**src/rtl/clock_gen_bank_if.sv**
```systemverilog
// Configuration bus for clock_gen_bank: half-period write port plus the error pulse back.
interface clock_gen_bank_if #(
  parameter int DIV_W = 8
);
  logic             cfg_wr;
  logic [2:0]       cfg_ch;
  logic [DIV_W-1:0] cfg_half;
  logic             cfg_err;

  modport master (output cfg_wr, cfg_ch, cfg_half, input cfg_err);
  modport slave  (input cfg_wr, cfg_ch, cfg_half, output cfg_err);
endinterface

```
**src/rtl/clock_gen_bank.sv**
```systemverilog
// Bank of NUM_CH registered divided clocks with programmable half-periods, applied only at
// period boundaries, plus per-channel park control, phase-aligning sync and a lock flag.
module clock_gen_bank #(
  parameter int NUM_CH = 4,
  parameter int DIV_W  = 8
) (
  input  logic              clock,
  input  logic              reset,
  input  logic [NUM_CH-1:0] en_i,
  input  logic              sync_i,
  clock_gen_bank_if.slave   cfg,
  output logic [NUM_CH-1:0] clkOut_o,
  output logic [NUM_CH-1:0] riseTick_o,
  output logic              locked_o
);

  logic [DIV_W-1:0]  cnt_q      [NUM_CH];
  logic [DIV_W-1:0]  cnt_d      [NUM_CH];
  logic [DIV_W-1:0]  half_q     [NUM_CH];
  logic [DIV_W-1:0]  half_d     [NUM_CH];
  logic [DIV_W-1:0]  pendHalf_q [NUM_CH];
  logic [DIV_W-1:0]  pendHalf_d [NUM_CH];
  logic [NUM_CH-1:0] clk_q, clk_d;
  logic [NUM_CH-1:0] rise_q, rise_d;
  logic [NUM_CH-1:0] parked_q, parked_d;
  logic [NUM_CH-1:0] done_q, done_d;
  logic [NUM_CH-1:0] pendValid_q, pendValid_d;
  logic              locked_q, locked_d;
  logic              cfgErr_q, cfgErr_d;
  logic              wrOk;

  // A channel falling 1->0 marks its period boundary: pending half-periods and parking take effect only there.
  always_comb begin
    cfgErr_d    = cfg.cfg_wr && ((cfg.cfg_half == '0) || ({1'b0, cfg.cfg_ch} >= 4'(NUM_CH)));
    wrOk        = cfg.cfg_wr && !cfgErr_d;
    cnt_d       = cnt_q;
    half_d      = half_q;
    pendHalf_d  = pendHalf_q;
    clk_d       = clk_q;
    rise_d      = '0;
    parked_d    = parked_q;
    done_d      = done_q;
    pendValid_d = pendValid_q;
    for (int i = 0; i < NUM_CH; i++) begin
      if (sync_i) begin
        cnt_d[i]    = '0;
        clk_d[i]    = 1'b0;
        parked_d[i] = !en_i[i];
        done_d[i]   = 1'b0;
        if (pendValid_q[i]) begin
          half_d[i]      = pendHalf_q[i];
          pendValid_d[i] = 1'b0;
        end
      end else if (!(parked_q[i] && !en_i[i])) begin
        parked_d[i] = 1'b0;
        if (cnt_q[i] == half_q[i] - DIV_W'(1)) begin
          cnt_d[i] = '0;
          clk_d[i] = !clk_q[i];
          if (!clk_q[i]) begin
            rise_d[i] = 1'b1;
          end else begin
            done_d[i]   = 1'b1;
            parked_d[i] = !en_i[i];
            if (pendValid_q[i]) begin
              half_d[i]      = pendHalf_q[i];
              pendValid_d[i] = 1'b0;
            end
          end
        end else begin
          cnt_d[i] = cnt_q[i] + DIV_W'(1);
        end
      end
      if (wrOk && (cfg.cfg_ch == 3'(i))) begin
        pendValid_d[i] = 1'b1;
        pendHalf_d[i]  = cfg.cfg_half;
      end
    end
    locked_d = !sync_i && (locked_q || (&(done_d | parked_d | ~en_i)));
  end

  always_ff @(posedge clock or posedge reset) begin
    if (reset) begin
      for (int i = 0; i < NUM_CH; i++) begin
        cnt_q[i]      <= '0;
        half_q[i]     <= DIV_W'(1) << i;
        pendHalf_q[i] <= '0;
      end
      clk_q       <= '0;
      rise_q      <= '0;
      parked_q    <= '1;
      done_q      <= '0;
      pendValid_q <= '0;
      locked_q    <= 1'b0;
      cfgErr_q    <= 1'b0;
    end else begin
      cnt_q       <= cnt_d;
      half_q      <= half_d;
      pendHalf_q  <= pendHalf_d;
      clk_q       <= clk_d;
      rise_q      <= rise_d;
      parked_q    <= parked_d;
      done_q      <= done_d;
      pendValid_q <= pendValid_d;
      locked_q    <= locked_d;
      cfgErr_q    <= cfgErr_d;
    end
  end

  assign clkOut_o    = clk_q;
  assign riseTick_o  = rise_q;
  assign locked_o    = locked_q;
  assign cfg.cfg_err = cfgErr_q;

endmodule

```
**src/flat_wrapper.sv**
```systemverilog
// flat-port wrapper written by rule: the top's interface ports become plain ports
module clock_gen_bank_flat 
#(
  parameter int NUM_CH = 4,
  parameter int DIV_W  = 8
)
  (clock, reset, en_i, sync_i, clkOut_o, riseTick_o, locked_o, cfg_cfg_wr, cfg_cfg_ch, cfg_cfg_half, cfg_cfg_err);
  clock_gen_bank_if #(.DIV_W(DIV_W)) cfg_i ();
  input  logic clock;
  input  logic reset;
  input  logic [NUM_CH-1:0] en_i;
  input  logic sync_i;
  output logic [NUM_CH-1:0] clkOut_o;
  output logic [NUM_CH-1:0] riseTick_o;
  output logic locked_o;
  input wire logic [$bits(cfg_i.cfg_wr)-1:0] cfg_cfg_wr;
  input wire logic [$bits(cfg_i.cfg_ch)-1:0] cfg_cfg_ch;
  input wire logic [$bits(cfg_i.cfg_half)-1:0] cfg_cfg_half;
  output wire logic [$bits(cfg_i.cfg_err)-1:0] cfg_cfg_err;
  assign cfg_i.cfg_wr = cfg_cfg_wr;
  assign cfg_i.cfg_ch = cfg_cfg_ch;
  assign cfg_i.cfg_half = cfg_cfg_half;
  assign cfg_cfg_err = cfg_i.cfg_err;
  clock_gen_bank #(.NUM_CH(NUM_CH), .DIV_W(DIV_W)) u_core (.clock(clock), .reset(reset), .en_i(en_i), .sync_i(sync_i), .cfg(cfg_i), .clkOut_o(clkOut_o), .riseTick_o(riseTick_o), .locked_o(locked_o));
endmodule
```
**config.mk**
```make
export PLATFORM = sky130hd
export DESIGN_NAME = clock_gen_bank_flat
export DESIGN_NICKNAME = d
export VERILOG_FILES = /design/src/rtl/clock_gen_bank_if.sv /design/src/rtl/clock_gen_bank.sv /design/src/flat_wrapper.sv
export SDC_FILE = /design/constraint.sdc
export NUM_CORES = 1
export LEC_CHECK = 0
export BUFFER_PORTS_ARGS = -buffer_cell sky130_fd_sc_hd__buf_2
export CORE_MARGIN = 1.5
export CORE_UTILIZATION = 66
export DETAILED_ROUTE_END_ITERATION = 8
export GPL_ROUTABILITY_DRIVEN = 0
export GPL_TIMING_DRIVEN = 1
export PLACE_DENSITY = 0.85
export SYNTH_ARGS = -nofsm -noshare
export SYNTH_HDL_FRONTEND = slang
export SYNTH_SLANG_ARGS = --single-unit
```
**constraint.sdc**
```tcl
create_clock -name clock -period 7.08 [get_ports clock]
set_clock_uncertainty 0.15 [all_clocks]
set_input_delay 0.354 -clock clock [delete_from_list [all_inputs] [get_ports clock]]
set_output_delay 0.354 -clock clock [all_outputs]
set_load 0.01 [all_outputs]
```
* Yosys cells after proc, flatten, opt, wreduce, memory -nomap -nowiden
Cells that the tools add are included.
** Word-level totals
- Input bits :: 19
- Word-level logic and storage cells :: 218
- Output and inout port bits :: 10
- Bits in registers :: 118
** Operators by class
- Bitwise operators :: 3
- Mux-type cells :: 112
- $add $sub $neg :: 8
- Reductions and logical operators :: 54
- Equal/unequal tests :: 15
- Magnitude comparators :: 1
** Operators by type and width (count)
- $mux 8 :: 32
- $mux 1 :: 80
- $add 8x1->8 const B :: 4
- $eq 8x8->1 :: 4
- $sub 8x1->8 const B :: 4
- $reduce_and 3->1 :: 8
- $reduce_bool 3->1 :: 8
- $reduce_bool 2->1 :: 8
- $ne 3x3->1 const B :: 4
- $logic_and 1x1->1 :: 11
- $logic_not 1->1 :: 10
- $logic_not 8->1 :: 1
- $ne 2x2->1 const B :: 4
- $or 4x4->4 :: 2
- $reduce_and 2->1 :: 4
- $eq 3x2->1 const B :: 2
- $not 4->4 :: 1
- $reduce_and 4->1 :: 1
- $eq 3x1->1 const B :: 1
- $ge 3x3->1 const B :: 1
- $logic_not 3->1 :: 1
- $logic_or 1x1->1 :: 2

* Depth between registers and ports, before layout
Gate-level depths: netlist of the first run.
- Depth after elaboration :: 10
- Depth in mapped cells :: 11
- Depth with buffers taken out :: 9

* Worst setup path after synthesis of the first run
No wires, ideal clock.
- Path type :: register -> register
- From :: register u_core.half_q[0] (netlist bit)
- To :: register u_core.half_q[0] (netlist bit)
- Clock period less this slack :: 2618 ps
- Path buffers :: 1
- Library setup time :: 128 ps
- Stages on the path, launching flop included :: 11
- Arrival :: 2341 ps
- Slack :: 4462 ps
- Data required time :: 6802 ps
- Cells stage by stage :: dfrtp_1 inv_1 ha_1 buf_2 o21ba_2 a221oi_1 a41oi_1 nor3_2 and4_1 o21ai_4 mux2_1
** On the way
- Longest elaborated chain between the ends :: 5
- Elaborated cells on any way between the ends :: 9
- Those cells by class :: add/sub (1); eq/ne (1); mux (5); reduce/logical (2)
** RTL lines
- start, declared :: RTL line clock_gen_bank.sv:19 : logic [DIV_W-1:0] half_q [NUM_CH];
- start signal, assigned by index :: RTL line clock_gen_bank.sv:85 : half_q[i] <= DIV_W'(1) << i;
- start signal, assigned :: RTL line clock_gen_bank.sv:97 : half_q <= half_d;
- parallel branches: the longest is 5 deep, another holds $sub 8x1->8
Several ways; the timed one is not identified. The select of a mux whose other input is x is not followed.
A chain may end at the register's enable or synchronous reset.

* Worst setup path after layout of the first run
- From :: register u_core.half_q[8] (netlist bit)
- To :: register u_core.pendValid_q[2]
** On the way
- Longest elaborated chain between the ends :: 4
** RTL lines
- $sub 8x1->8 :: RTL line clock_gen_bank.sv:56 : if (cnt_q[i] == half_q[i] - DIV_W'(1)) begin
- $eq 8x8->1 :: RTL line clock_gen_bank.sv:56
- $reduce_bool 3->1 (no source line)
- $reduce_and 3->1 (no source line)
- end signal, assigned :: RTL line clock_gen_bank.sv:103 : pendValid_q <= pendValid_d;
- end, declared :: RTL line clock_gen_bank.sv:27 : logic [NUM_CH-1:0] pendValid_q, pendValid_d;
No other way between the ends.

==> metrics, run 1 <==
Worst setup EP type=flop; WL per Instance=18.7 µm; dpl ws=4140 ps; area grow syn2layout=14.3%; final total power=2.49 mW; Seq/Total Area, Yosys=48.0%; worst reg-to-reg setup slack=4140 ps; final hold vios=0; first-pass GRT wire length=22700 µm; Setup WS post-layout=4140 ps; Max Root-Sink Buffers=2; Final setup viols=0; worst r2r path cells=9; number of distinct library cells after synthesis=67; Fin Setup TNS=0 ps; Clock transition at path regs=60 ps; Final period util=41.6%; Max Cap Viol=0; worst slew pin tran=1040 ps; Hold Path End=u_core.pendHalf_q[15]; async set-or-reset flop fraction in the synthesized netlist=100%; Slew Limit Fails=0; area share of the largest cell type after synthesis=44.6%; number of synthesized flops with an enable pin=0; mapped cell area=6170 µm²; total grt overflow=0; number of core rows=35; hold path start=cfg_cfg_half[7]; CTS resizes=0; floorplan core area=9150 µm²; DIE WIDTH=99.7 µm; syn avg cell area=10.8 µm²; area leader, netlist=dfrtp_1; clock insertion delay at the later pin of the skew report=520 ps; synth top area cells=dfrtp_1, mux2_2, xnor2_1, dfstp_2, xor2_1; Total Wirelength=13600 µm; pwr dens=352 nW/µm²; H-tree depth=4; vias=4629; Pleak=3.07 nW; number of global-route vias before repair=4673; Finished Layout Cells=731; placed insts=693; CP Launch Point=u_core.half_q[8]; Max VDD drop=0.000240 V; vias per cell=6.33; top cells by count, synth=dfrtp_1, mux2_2, nand2_1; CTS hold repair buffers=6; HPWL Detailed=8830 µm; DRC=0; Critical Path RT=7340 ps; Layout Nets=634; layout cell share with drive strength beyond 1=24.2%; WHS Path Cells=2; drt pass-1 iters=5; Total GRT Usage=29.7%; Critical Path Fanout Max=14; largest net degree at the start of global routing=71; Port Buffers=28; initial DRC count=198; RSZ-0062 raised after global routing=false; Sink Count=118; Starting Density=67.4%; Synth Instances=573; crit path kind=flop to flop; Ys Warns=0; reg2reg end=u_core.pendValid_q[2]; Crit path arrival time=3200 ps; CTS tree=yes; count leader, synth=dfrtp_1; minimum clock period=2940 ps; Most used DFF post-synth=dfrtp_1; min-delay worst type=primary input to flop; startpoint types=flop; status=finished clean; Die H=99.7 µm; io pins=29; syn_nets=600; fillcell total=557; synthesized flop and latch total=118; post-CTS setup buffer count=0; Fmax=0.340 GHz; total die area=9940 µm²; Slew HR=30.4%; initial antenna violation count=0; clock buffer count from CTS=17; Root Driver=clkbuf_8; reg2reg start=u_core.half_q[8]; Routed Antenna Nets=0; diodes inserted=0
## worst max-delay path: stages (launching register included)
cell      delay [ps]
dfrtp_1          440
inv_1             70
ha_1             310
o21ba_1          220
a221oi_1         290
a41oi_1           70
nor2_1           250
nand3_2          280
or3b_1           450
a32o_1           280
## worst max path at each step
stage	to	slack [ps]	cells after the start
6_report	u_core.pendValid_q[2]	4140	9
5_1_grt	u_core.pendValid_q[2]	3910	9
4_1_cts	u_core.pendValid_q[2]	4140	9
3_5_place_dp	u_core.pendValid_q[2]	4140	9
3_3_place_gp	u_core.pendValid_q[2]	4290	9
2_1_floorplan	u_core.cfg.cfg_err	3460	1
## cell type report
type / count / area, µm² / area share (%)
clock buffers: 23 / 467 / 6.61
clock inverters: 9 / 148 / 2.09
inverters: 13 / 51.3 / 0.727
multi-input cells: 421 / 3070 / 43.6
flip-flops and latches: 118 / 2960 / 42.0
well taps: 111 / 139 / 1.97
repair buffers: 36 / 215 / 3.05
## logic make-up (layout without fill, tap and decap cells)
logic type	Yosys count	count (layout)	share of synthesized area, %
XOR/XNOR	48	48	6.81
AO/OA/AOI/OAI	99	99	11.7
adder cells (fa/ha/maj)	8	8	1.62
AND/OR/NAND/NOR	199	199	17.4
flip-flops	118	118	48.0
multiplexers	67	67	12.3
buffers and inverters	34	81	2.19
## registers in the layout (all words and copies together) (netlist names)
name	cells
u_core.locked_o	1
u_core.riseTick_o	4
u_core.done_q	4
u_core.half_q	32
u_core.parked_q	4
u_core.cnt_q	32
u_core.cfg.cfg_err	1
u_core.pendValid_q	4
u_core.clkOut_o	4
u_core.pendHalf_q	32
## metrics by stage
| step | cell area [µm²] | utilization (%) | hold WS [ps] |
|---|---|---|---|
| finish | 7060 | 77.1 | 7.00 |
| detailed placement | 6380 | 69.7 | 317 |
| CTS | 7060 | 77.1 | 0.103 |
| global placement | 6380 | 69.7 | 308 |
| global route | 7060 | 77.1 | 3.50 |
| floorplan | 6170 | - | 233 |
## power breakdown
group          switching (mW)  internal [mW]
sequential              0.161          0.819
combinational           0.307          0.309
clock                   0.294          0.597
total                   0.762           1.73
## routing by layer
layer | global-route usage (%) | vias up | share of wire [%]
met5 | 0 | - | 0
met4 | 13.5 | 0 | 2.3
met3 | 6.61 | 30 | 4.4
met2 | 51.7 | 128 | 52
met1 | 35.2 | 2333 | 41
li1 | - | 2138 | -
## layout by cell type, fill, tap and decap left out, types with 14 or more instances in the layout
master | synthesis | final
xor2_1 | 21 | 21
a21oi_1 | 26 | 26
nand2_1 | 41 | 41
nand3_1 | 26 | 26
dfrtp_1 | 110 | 110
xnor2_1 | 27 | 27
mux2_2 | 56 | 56
nor2_1 | 38 | 38
nor3_1 | 14 | 14
clkbuf_16 | 0 | 16
buf_2 | 6 | 28
(Power assumes the default switching activity.)
==> inputs of run 2 (changes only) <==
- CORE_UTILIZATION: 66 -> 56
- PLACE_DENSITY: 0.85 -> 0.77
- clock period: 7.08 -> 2.5 ns (I/O delays scaled with it)
==> run 2 against run 1 <==
  * The flow now finishes with violations (setup timing)
  * Worst hold slack improved by 41 ps
  * Combinational power rose to 3.9 times the previous value
  * Sequential share of layout area fell by 3.3 points
  * Wire length rose by 4.7%
  * Largest power group unchanged
  * First-iteration DRC count rose by 32%
  * Clock-buffer cell count fell by 5
  * Final cell count rose by 11%
  * Via count rose by 4.7%
  * Design area rose by 8.5%
  * Sequential cell count did not move
  * Clock power rose by 150%
  * Fmax rose by 15%
==> metrics, run 2 (synthesis gave the netlist of run 1 again) <==
Pleak=3.35 nW; Setup WS post-layout=-58.8 ps; number of core rows=38; drt pass-1 iters=5; status=finished, violations left; final hold vios=0; floorplan core area=10800 µm²; Fmax=0.391 GHz; CTS tree=yes; WL per Instance=17.6 µm; minimum clock period=2560 ps; reg2reg end=u_core.locked_o; Finished Layout Cells=813; HPWL Detailed=9100 µm; Sink Count=118; layout cell share with drive strength beyond 1=32.7%; Slowest cell on crit path=dfstp_2; Clock transition at path regs=60 ps; initial DRC count=261; Routed Antenna Nets=0; worst r2r path cells=9; diodes inserted=0; Max Root-Sink Buffers=2; vias per cell=5.96; DIE WIDTH=108 µm; most common cell after layout, fill and taps aside=dfrtp_1; Buf+Inv Stages, Crit Path=1; most frequent cells in the layout=dfrtp_1, mux2_2, buf_4; Root Driver=clkbuf_8; failing checks=setup timing; Top Registers=u_core.cnt_q (32), u_core.half_q (32), u_core.pendHalf_q (32); io pins=29; area grow syn2layout=24.1%; total die area=11700 µm²; design area=7660 µm²; Critical Path RT=2790 ps; Slew Limit Fails=0; worst slew pin tran=615 ps; initial antenna violation count=0; Hold Path End=u_core.pendValid_q[2]; placed insts=755; clock insertion delay at the later pin of the skew report=530 ps; Total GRT Usage=26.5%; largest net degree at the start of global routing=119; pwr dens=960 nW/µm²; vias=4845; RSZ-0062 raised after global routing=true; Crit path arrival time=2850 ps; footprint of the multi-input gates=3270 µm²; Max Cap Viol=0; first-pass GRT wire length=23600 µm; Worst path max stage delay=540 ps; hold path start=cfg_cfg_ch[2]; DP Area=6700 µm²; min-delay worst type=primary input to flop; Critical Path Fanout Max=3; Layout Nets=687; Final period util=102%; total grt overflow=0; worst reg-to-reg setup slack=-60 ps; Port Buffers=28; Total Wirelength=14300 µm; reg2reg start=u_core.half_q[17]; Starting Density=57.2%; WHS Path Cells=5; Slew HR=59.0%; total area of sequential cells=2960 µm²; number of global-route vias before repair=4949; Fin Setup TNS=-58.8 ps; critical path's top delay family=compound AO/OA/AOI/OAI gates; Worst setup EP type=flop; DRC=0; Max VDD drop=0.000700 V; clock buffer count from CTS=17; fillcell total=723; H-tree depth=4; Die H=108 µm; crit path kind=flop to flop; startpoint types=flop; CP cell instances=inv_2 > ha_4 > xnor2_2 > a211oi_2 > o2111ai_2 > a2111o_1 > a221oi_2 > a21bo_1 > a31oi_1; Final setup viols=1
-- run 2: timing repair --
item,in CTS,in global routing
buffers inserted,7,1
endpoints found under the hold margin,169,0
endpoints found under the setup margin,41,54
resized for setup,12,21
hold buffers,18,0
pin swaps,9,11
-- run 2: metal layers --
metal	part of all wire [%]	wire [µm]	GRT usage, %
met1	43	6180	33.6
met2	52	7360	43.5
met3	3.3	472	5.97
met4	1.9	269	11.7
met5	0	0	0
-- run 2: worst min-delay path: stages --
cell and delay [ps]:
buf_2 90, a21oi_1 60, nand2_1 130, nor2_1 80, a32o_1 200
-- run 2: metrics by stage --
step | util, % | hold slack [ps] | setup slack (ps) | power, mW
floorplan | - | 4.36 | 3.40 | 4.16
CTS | 69.9 | 16.8 | -62.1 | 7.19
global placement | 62.1 | 138 | -21.6 | 4.63
global route | 71.0 | 71.0 | -120 | 7.74
detailed placement | 62.1 | 143 | -143 | 4.75
finish | 71.0 | 48.1 | -58.8 | 7.35
-- run 2: power breakdown --
part / internal (mW) / switching (mW) / total [mW]
Clock: 1.32 / 0.900 / 2.22
Sequential: 2.32 / 0.431 / 2.75
Combinational: 1.26 / 1.12 / 2.38
-- run 2: how the worst max path moves through the flow --
stage / startpoint / endpoint / slack (ps) / cells past startpoint
after floorplan: u_core.half_q[0] / u_core.half_q[2] / 3 / 10
after global placement: u_core.half_q[17] / u_core.locked_o / -20 / 9
after detailed placement: u_core.half_q[17] / u_core.cnt_q[23] / -140 / 11
after CTS: u_core.half_q[17] / u_core.locked_o / -60 / 9
after global routing: u_core.half_q[17] / u_core.locked_o / -120 / 9
final: u_core.half_q[17] / u_core.locked_o / -60 / 9
-- run 2: cell type report --
class                   count  area share (%)
multi-input cells         421            42.7
flip-flops and latches    118            38.7
repair buffers             89            8.56
clock buffers              18            5.46
well taps                 140            2.29
clock inverters            14            1.67
inverters                  13           0.686
